<file path="src/rtl/mem_write_buffer.sv">
`timescale 1ns/1ps
// Posted-write buffer between the L2 memory port and main memory: writes are acked
// at once and drained in the background, read misses bypass the queued writes.
module mem_write_buffer #(
  parameter int DEPTH  = 4,
  parameter int ADDR_W = 28,
  parameter int DATA_W = 128
) (
  input  logic                  clk,
  input  logic                  proc_reset_n,
  input  logic                  cache_read,
  input  logic                  cache_write,
  input  logic [ADDR_W-1:0]     cache_addr,
  input  logic [DATA_W-1:0]     cache_wdata,
  output logic [DATA_W-1:0]     cache_rdata,
  output logic                  cache_ready,
  output logic                  mem_read,
  output logic                  mem_write,
  output logic [ADDR_W-1:0]     mem_addr,
  output logic [DATA_W-1:0]     mem_wdata,
  input  logic [DATA_W-1:0]     mem_rdata,
  input  logic                  mem_ready,
  output logic [$clog2(DEPTH):0] buf_count
);
  localparam int PTR_W = $clog2(DEPTH);
  localparam int CNT_W = PTR_W + 1;

  typedef enum logic [1:0] {M_IDLE, M_WR, M_RD, M_GAP} mstate_e;

  logic              valid_q [DEPTH];
  logic              valid_d [DEPTH];
  logic [ADDR_W-1:0] addr_q  [DEPTH];
  logic [ADDR_W-1:0] addr_d  [DEPTH];
  logic [DATA_W-1:0] data_q  [DEPTH];
  logic [DATA_W-1:0] data_d  [DEPTH];
  logic [PTR_W-1:0]  head_q, head_d, tail_q, tail_d;
  logic [CNT_W-1:0]  count_q, count_d;
  mstate_e           mstate_q, mstate_d;
  logic              rd_pend_q, rd_pend_d;
  logic [ADDR_W-1:0] rd_addr_q, rd_addr_d;
  logic              cache_ready_q, cache_ready_d;
  logic [DATA_W-1:0] cache_rdata_q, cache_rdata_d;
  logic              mem_read_q, mem_read_d;
  logic              mem_write_q, mem_write_d;
  logic [ADDR_W-1:0] mem_addr_q, mem_addr_d;
  logic [DATA_W-1:0] mem_wdata_q, mem_wdata_d;

  logic             req_ok, start_wr, head_busy, pop, push;
  logic             rd_hit, wr_hit;
  logic [PTR_W-1:0] rd_hit_idx, wr_hit_idx, idx;

  assign req_ok   = !cache_ready_q && !rd_pend_q && (cache_read != cache_write);
  assign start_wr = (mstate_q == M_IDLE) && !rd_pend_q && (count_q != '0);
  // The head is off-limits for coalescing once it is (or is about to be) on the memory port.
  assign head_busy = (mstate_q == M_WR) || start_wr;
  assign pop       = (mstate_q == M_WR) && mem_ready;

  // Walk entries oldest to youngest so the last match found is the youngest.
  always_comb begin
    rd_hit     = 1'b0;
    wr_hit     = 1'b0;
    rd_hit_idx = '0;
    wr_hit_idx = '0;
    idx        = head_q;
    for (int i = 0; i < DEPTH; i++) begin
      idx = head_q + PTR_W'(i);
      if (valid_q[idx] && (addr_q[idx] == cache_addr)) begin
        rd_hit     = 1'b1;
        rd_hit_idx = idx;
        if (!(head_busy && (idx == head_q))) begin
          wr_hit     = 1'b1;
          wr_hit_idx = idx;
        end
      end
    end
  end

  always_comb begin
    valid_d       = valid_q;
    addr_d        = addr_q;
    data_d        = data_q;
    head_d        = head_q;
    tail_d        = tail_q;
    count_d       = count_q;
    mstate_d      = mstate_q;
    rd_pend_d     = rd_pend_q;
    rd_addr_d     = rd_addr_q;
    cache_ready_d = 1'b0;
    cache_rdata_d = cache_rdata_q;
    mem_read_d    = mem_read_q;
    mem_write_d   = mem_write_q;
    mem_addr_d    = mem_addr_q;
    mem_wdata_d   = mem_wdata_q;
    push          = 1'b0;

    if (req_ok && cache_write) begin
      if (wr_hit) begin
        data_d[wr_hit_idx] = cache_wdata;
        cache_ready_d      = 1'b1;
      end else if ((count_q != CNT_W'(DEPTH)) || pop) begin
        push          = 1'b1;
        cache_ready_d = 1'b1;
      end
    end

    if (req_ok && cache_read) begin
      if (rd_hit) begin
        cache_rdata_d = data_q[rd_hit_idx];
        cache_ready_d = 1'b1;
      end else begin
        rd_pend_d = 1'b1;
        rd_addr_d = cache_addr;
      end
    end

    // Pop before push: when full, the incoming block lands in the slot being freed.
    if (pop) begin
      valid_d[head_q] = 1'b0;
      head_d          = head_q + 1'b1;
    end
    if (push) begin
      valid_d[tail_q] = 1'b1;
      addr_d[tail_q]  = cache_addr;
      data_d[tail_q]  = cache_wdata;
      tail_d          = tail_q + 1'b1;
    end
    if (push && !pop) begin
      count_d = count_q + 1'b1;
    end else if (pop && !push) begin
      count_d = count_q - 1'b1;
    end

    case (mstate_q)
      M_IDLE: begin
        if (rd_pend_q) begin
          mstate_d   = M_RD;
          mem_read_d = 1'b1;
          mem_addr_d = rd_addr_q;
        end else if (start_wr) begin
          mstate_d    = M_WR;
          mem_write_d = 1'b1;
          mem_addr_d  = addr_q[head_q];
          mem_wdata_d = data_q[head_q];
        end
      end
      M_WR: begin
        if (mem_ready) begin
          mstate_d    = M_GAP;
          mem_write_d = 1'b0;
        end
      end
      M_RD: begin
        if (mem_ready) begin
          mstate_d      = M_GAP;
          mem_read_d    = 1'b0;
          cache_rdata_d = mem_rdata;
          cache_ready_d = 1'b1;
          rd_pend_d     = 1'b0;
        end
      end
      default: mstate_d = M_IDLE;
    endcase
  end

  always_ff @(posedge clk or negedge proc_reset_n) begin
    if (!proc_reset_n) begin
      for (int i = 0; i < DEPTH; i++) begin
        valid_q[i] <= 1'b0;
        addr_q[i]  <= '0;
        data_q[i]  <= '0;
      end
      head_q        <= '0;
      tail_q        <= '0;
      count_q       <= '0;
      mstate_q      <= M_IDLE;
      rd_pend_q     <= 1'b0;
      rd_addr_q     <= '0;
      cache_ready_q <= 1'b0;
      cache_rdata_q <= '0;
      mem_read_q    <= 1'b0;
      mem_write_q   <= 1'b0;
      mem_addr_q    <= '0;
      mem_wdata_q   <= '0;
    end else begin
      valid_q       <= valid_d;
      addr_q        <= addr_d;
      data_q        <= data_d;
      head_q        <= head_d;
      tail_q        <= tail_d;
      count_q       <= count_d;
      mstate_q      <= mstate_d;
      rd_pend_q     <= rd_pend_d;
      rd_addr_q     <= rd_addr_d;
      cache_ready_q <= cache_ready_d;
      cache_rdata_q <= cache_rdata_d;
      mem_read_q    <= mem_read_d;
      mem_write_q   <= mem_write_d;
      mem_addr_q    <= mem_addr_d;
      mem_wdata_q   <= mem_wdata_d;
    end
  end

  assign cache_ready = cache_ready_q;
  assign cache_rdata = cache_rdata_q;
  assign mem_read    = mem_read_q;
  assign mem_write   = mem_write_q;
  assign mem_addr    = mem_addr_q;
  assign mem_wdata   = mem_wdata_q;
  assign buf_count   = count_q;

endmodule

</file>
<file path="config.mk">
export PLATFORM = sky130hd
export DESIGN_NAME = mem_write_buffer
export DESIGN_NICKNAME = d
export VERILOG_FILES = /design/src/rtl/mem_write_buffer.sv
export SDC_FILE = /design/constraint.sdc
export NUM_CORES = 2
export LEC_CHECK = 0
export BUFFER_PORTS_ARGS = -buffer_cell sky130_fd_sc_hd__buf_2
export CAP_MARGIN = 20
export CELL_PAD_IN_SITES_DETAIL_PLACEMENT = 1
export CELL_PAD_IN_SITES_GLOBAL_PLACEMENT = 1
export CORE_MARGIN = 2
export CORE_UTILIZATION = 40
export CTS_BUF_LIST = sky130_fd_sc_hd__clkbuf_4 sky130_fd_sc_hd__clkbuf_8 sky130_fd_sc_hd__clkbuf_16
export CTS_CLUSTER_SIZE = 30
export DETAILED_ROUTE_END_ITERATION = 10
export MAX_ROUTING_LAYER = met4
export PLACE_DENSITY_LB_ADDON = 0.2
export SYNTH_ARGS = -nofsm -noshare
export SYNTH_HDL_FRONTEND = slang
export SYNTH_SLANG_ARGS = --single-unit
</file>
<file path="constraint.sdc">
create_clock -name clk -period 5.62 [get_ports clk]
set_input_delay 1.124 -clock clk [delete_from_list [all_inputs] [get_ports clk]]
set_output_delay 1.124 -clock clk [all_outputs]
set_load 0.05 [all_outputs]
</file>
---- Word-level counts from Yosys, hierarchy flattened ----
Index checks and enable logic that the tools add are counted.
storage, ports and cells
  register bits ........................... 953
  input bits .............................. 289
  output and inout bits ................... 290
  word-level logic and storage cells ...... 211
operators by class
  add/subtract/negate cells ............... 6
  magnitude comparators ................... 10
  equality and inequality tests ........... 18
  mux-type cells .......................... 103
  bitwise operators ....................... 12
  reductions and logical operators ........ 38
operators by type and width
  kind                count
  $mux 512            3
  $mux 128            10
  $bwmux 512          2
  $bmux 128 s2        2
  $demux 128 s2       2
  $mux 28             11
  $bmux 28 s2         4
  $bwmux 112          1
  $eq 28x28->1        4
  $demux 28 s2        1
  $mux 1              39
  $mux 2              15
  $ge 3x3->1 const B  7
  $not 2->3           7
  $logic_and 1x1->1   19
  $ne 2x2->1 const B  5
  $lt 3x1->1 const B  3
  $bmux 1 s2          4
  $mux 4              2
  $reduce_bool 2->1   4
  $eq 2x2->1          3
  $mux 3              2
  $ne 3x3->1 const B  2
  $reduce_and 2->1    3
  22 further kinds    32

---- Logic depth before layout (Yosys ltp) ----
  word-level depth ........................ 23
  depth in mapped cells ................... 27
  gate-level depth less buffers ........... 15

---- Worst setup path after synthesis ----
No wires, ideal clock.
  path kind ............................... reg2reg
  from .................................... register head_q[0]
  to ...................................... register data_q[236] (netlist name)
  setup time .............................. 127 ps
  arrival time ............................ 5807 ps
  data required time ...................... 5493 ps
  path slack .............................. -314 ps
  stages on the path, launching flop included .. 26
  path buffers ............................ 14
  clock period less this slack ............ 5934 ps
  path through ............................ dfrtp_1 -> buf_6 -> buf_12 -> buf_6 -> inv_2 -> clkbuf_1 -> clkbuf_1 -> clkbuf_1 -> clkbuf_1 -> ha_1 -> buf_2 -> buf_2 -> buf_2 -> mux4_2 -> xnor2_1 -> o2111ai_1 -> nor3_1 -> a2bb2oi_1 -> and4bb_1 -> buf_2 -> and2_1 -> buf_2 -> a31oi_4 -> buf_4 -> buf_6 -> mux2_1
RTL lines
  item                    RTL line  RTL
  from (decl)             36        logic [PTR_W-1:0] head_q, head_d, tail_q, tail_d;
  from (signal assigned)  172       head_q <= '0;
  from (signal assigned)  188       head_q <= head_d;
  to (signal assigned)    187       data_q <= data_d;
  to (decl)               34        logic [DATA_W-1:0] data_q [DEPTH];

---- Worst setup path after layout ----
  from .................................... register head_q[1]
  to ...................................... register cache_rdata_q[21], in the netlist cache_rdata[21]
between the ends
  longest elaborated chain between the ends .. 18
  elaborated cells between the ends (all ways) .. 55
  those cells by class .................... add/sub (3); eq/ne (4); mux (39); bitwise (5); reduce/logical (4)
ends and longest elaborated chain
  item                                                                   RTL line  RTL
  $add 2x1->2 / $not 2->3 (equally long branches)                        66, 67
  $not 2->3 (implied by the code) / $bmux 28 s2 (equally long branches)  67        if (valid_q[idx] && (addr_q[idx] == cache_addr)) begin
  $bmux 28 s2 / $mux 28 (equally long branches)                          67
  $mux 28 (implied by the code)                                          67
  $mux 28 (implied by the code) / $eq 28x28->1 (equally long branches)   67
  $eq 28x28->1 / $logic_and 1x1->1 (equally long branches)               67
  $logic_and 1x1->1 / $mux 2 (equally long branches)                     67
  $mux 2 (3 in series)                                                   67
  $not 2->3 (implied by the code)                                        108       cache_rdata_d = data_q[rd_hit_idx];
  $bmux 128 s2                                                           108
  $mux 128 (implied by the code) (2 in series)                           108
  $mux 128 (*)                                                           107       if (rd_hit) begin
  $mux 128 (*)                                                           106       if (req_ok && cache_read) begin
  $mux 128                                                               153       if (mem_ready) begin
  $mux 128 (*)                                                           133       case (mstate_q)
  named net cache_rdata_d[21]                                            42        logic [DATA_W-1:0] cache_rdata_q, cache_rdata_d;
  to (signal assigned)                                                   195       cache_rdata_q <= cache_rdata_d;
  to (decl)                                                              42
The timed path passes the listed nets; every way through them passes the cells marked *. The select of a mux whose other input is x is not followed.
A chain may end at the register's enable or synchronous reset.

==> flow_summary.json <==
{
  "synth_top_area_share_pct": 42.5,
  "drv_cap": 0,
  "wl_per_cell_um": 31.7,
  "drive_gt1_share_pct": 32.4,
  "grt_pass1_vias": 47200,
  "place.gp.congestion": 0.907,
  "floorplan.initialDensity_pct": 40.3,
  "fin_crit_sh_pct": 95.9,
  "synth_nets": 4865,
  "gr-total-overflow": 0,
  "r2r_start": "head_q[1]$_DFFE_PN0P_",
  "ir_worst_vdd_uv": 675,
  "rr_worst_depth": 14,
  "io-pin-count": 579,
  "path_clk_slew_ns": 0.06,
  "p_clk_share_pct": 17.3,
  "synth_seq_area_share_pct": 42.5,
  "synth_seq_cells": 953,
  "cp-end-kind": "flip-flop",
  "setup_viol": 0,
  "crit_fanout": 43,
  "avgViaCountPerCell": 6.63,
  "min_path_type": "in2async",
  "slew_headroom_pct": 13.6,
  "clock_latency_ns": 0.75,
  "status": "finished clean",
  "switching_share_pct": 44.3,
  "dieWidth_um": 379,
  "reg2reg_slack_ns": 0.23,
  "yosysUniqueCellTypes": 83,
  "hpwl_um": 131000,
  "syn_to_final_growth_pct": 15.4,
  "first_iter_violations": 4247,
  "crit_type": "reg2reg",
  "die_height_um": 379,
  "layout.nets": 5203,
  "port_buffers": 578,
  "worstSetupStartpointType": "flip-flop",
  "htreeDepth": 3,
  "critPathRequiredTime_ns": 6.28,
  "grt_max_degree": 154,
  "place_area_mm2": 0.0608,
  "synth_warnings": 0,
  "intPower_w": 0.0246,
  "slew_violations": 0,
  "num_rows": 137,
  "remaining_drc_errors": 0,
  "cpMaxStageDelayCell": "or4_4",
  "r2r-end": "cache_rdata[21]$_DFF_PN0_",
  "core_region_area_mm2": 0.139,
  "fillCellCount": 14500,
  "design_area_mm2": 0.0648,
  "cts_tree": "done",
  "ctsRootBufferMaster": "clkbuf_16",
  "endpoint": "cache_rdata[21]$_DFF_PN0_",
  "tns_ns": 0,
  "syn_inst": 4562,
  "wirelength_um": 218000,
  "tightest_slew_ns": 1.30,
  "grt_pass1_wl_um": 324000,
  "switchingPower_w": 0.0195,
  "crit_path_cell_trace": "inv_1 -> ha_4 -> buf_4 -> mux4_2 -> xnor2_1 -> nand4_1 -> or4_4 -> nor2_1 -> and2_1 -> o211ai_1 -> a21oi_1 -> o21a_4 -> buf_12 -> a211o_1",
  "cts_resized": 0,
  "leakage_nw": 29.0,
  "fmax_ghz": 0.185,
  "dieArea_mm2": 0.143,
  "clk_path_buf_depth": 3,
  "ant_nets": 0,
  "netlist_area_mm2": 0.0561,
  "vias": 45700,
  "power_density_mw_per_mm2": 680,
  "final.setup_skew_ns": 0.0381,
  "path_buf_inv": 3,
  "crit_arrival_ns": 6.06,
  "synth_ff_type": "dfrtp_1",
  "synth_edf_count": 0,
  "async_reset_ff_share_pct": 100,
  "power.share.combinational_pct": 50.7,
  "gr-usage-all-layers_pct": 30.8,
  "hold_buffers": 0,
  "postCtsSetupRepairBufs": 0,
  "seqPwrFrac_pct": 32.1,
  "cts-buffers-inserted": 109,
  "crit_path_start": "head_q[1]$_DFFE_PN0P_",
  "dr.pass1.iters": 7,
  "post-route-min-period_ns": 5.39,
  "hold_viol_final": 0,
  "rsz0062_at_grt": "no",
  "synth_area_leaders": "dfrtp_1 (42%), mux4_2 (8.1%), mux2_2 (6.9%)",
  "timing.final.ws_setup_ns": 0.228,
  "cts_sinks": 953,
  "critPathMaxStageDelay_ns": 0.59,
  "yosys.area.top_type": "dfrtp_1",
  "place_ws_ns": 0.179,
  "antenna_found_initial": 25,
  "avgSynthCellArea_um2": 12.3,
  "path_delay_family": "compound AO/OA/AOI/OAI gates",
  "cp.depth": 14
}
synth_stat cells, types with 126 or more instances:
library cell / instances
a211o_1: 127
a22oi_1: 135
mux4_2: 201
mux2i_1: 364
nor3_1: 138
clkbuf_1: 321
nand2_1: 154
nor2_1: 159
a221oi_1: 260
mux2_2: 343
o221ai_1: 258
dfrtp_1: 953
a221o_1: 126
mux2_1: 260
placed cells by master (no fill, tap or decap), types with 49 or more instances in the layout:
cell type / count
a211o_1: 127
a21oi_1: 49
a221o_1: 126
a221oi_1: 260
a22oi_1: 135
buf_12: 55
buf_2: 577
buf_4: 73
clkbuf_16: 111
dfrtp_1: 951
mux2_1: 260
mux2_2: 343
mux2_4: 120
mux2i_1: 364
mux4_2: 201
nand2_1: 151
nor2_1: 156
nor3_1: 136
o21ai_0: 79
o221ai_1: 258
o22ai_1: 67
xnor2_1: 73
power by group through the flow:
stage                     sequential (W)  clock [W]  combinational [W]
after global placement            0.0139          0             0.0217
after detailed placement          0.0141          0             0.0221
after floorplan                   0.0160          0             0.0137
after CTS                         0.0140    0.00775             0.0222
after global routing              0.0146    0.00801             0.0237
final                             0.0141    0.00761             0.0223
per-stage QoR:
| step | instances | total power, W | utilization [%] | hold WS, ns |
|---|---|---|---|---|
| after CTS | 6867 | 0.0440 | 46.4 | 0.433 |
| after detailed placement | 6663 | 0.0362 | 43.7 | 0.475 |
| after global placement | 6663 | 0.0356 | 43.7 | 0.463 |
| after floorplan | 4562 | 0.0297 | - | 0.451 |
| after global routing | 6890 | 0.0463 | 46.5 | 0.461 |
| final | 6891 | 0.0441 | 46.5 | 0.442 |
how the worst min path moves through the flow:
stage                                   start                        end  slack [ns]
floorplan           rd_addr_q[11]$_DFFE_PN0P_  rd_addr_q[11]$_DFFE_PN0P_        0.45
global placement     rd_addr_q[9]$_DFFE_PN0P_   rd_addr_q[9]$_DFFE_PN0P_        0.46
detailed placement  rd_addr_q[11]$_DFFE_PN0P_  rd_addr_q[11]$_DFFE_PN0P_        0.48
CTS                              proc_reset_n  mem_wdata[86]$_DFFE_PN0P_        0.43
global route                     proc_reset_n  mem_wdata[86]$_DFFE_PN0P_        0.46
finish                           proc_reset_n  mem_wdata[86]$_DFFE_PN0P_        0.44
layout make-up:
| type | count | area (µm²) | share of cell area, % |
|---|---|---|---|
| Sequential cell | 953 | 23900 | 36.8 |
| Antenna cell | 22 | 55.1 | 0.0850 |
| Inverter | 23 | 93.8 | 0.145 |
| Tap cell | 1876 | 2350 | 3.62 |
| Clock buffer | 165 | 3320 | 5.12 |
| Clock inverter | 39 | 504 | 0.779 |
| Timing Repair Buffer | 709 | 4620 | 7.13 |
| Multi-Input combinational cell | 3104 | 30000 | 46.3 |
worst register-to-register path: cells and delay by family, from the launching register on:
kind / cells / cell delay [ns]
mux: 1 / 0.32
buf+inv: 3 / 0.78
fa+ha+maj: 1 / 0.55
flops: 1 / 0.49
simple gates: 4 / 1.30
xor+xnor: 1 / 0.41
compound gates: 4 / 1.48
registers in the layout (all words and copies together) (netlist names):
name,count
buf_count,3
valid_q,4
mem_write,1
head_q,2
mstate_q,2
tail_q,2
mem_read,1
data_q,512
addr_q,112
rd_pend_q,1
mem_addr,28
rd_addr_q,28
cache_ready,1
mem_wdata,128
cache_rdata,128
routing by layer:
layer / up-vias / share of wire [%] / GRT usage, %
met5: - / 0 / -
met3: 365 / 6.3 / 4.81
met1: 24500 / 43 / 41.0
met4: 0 / 3.2 / 10.5
met2: 1803 / 47 / 47.7
li1: 19000 / - / -
cells by family after synthesis:
| kind of cell | count (synthesis) | synth area share (%) |
|---|---|---|
| mux | 1289 | 29.9 |
| compound gates | 1169 | 17.1 |
| flops | 953 | 42.5 |
| simple gates | 539 | 4.40 |
| buf+inv | 506 | 4.40 |
| xor+xnor | 92 | 1.44 |
| fa+ha+maj | 14 | 0.325 |
No activity file was read; power rests on OpenSTA's default activity.
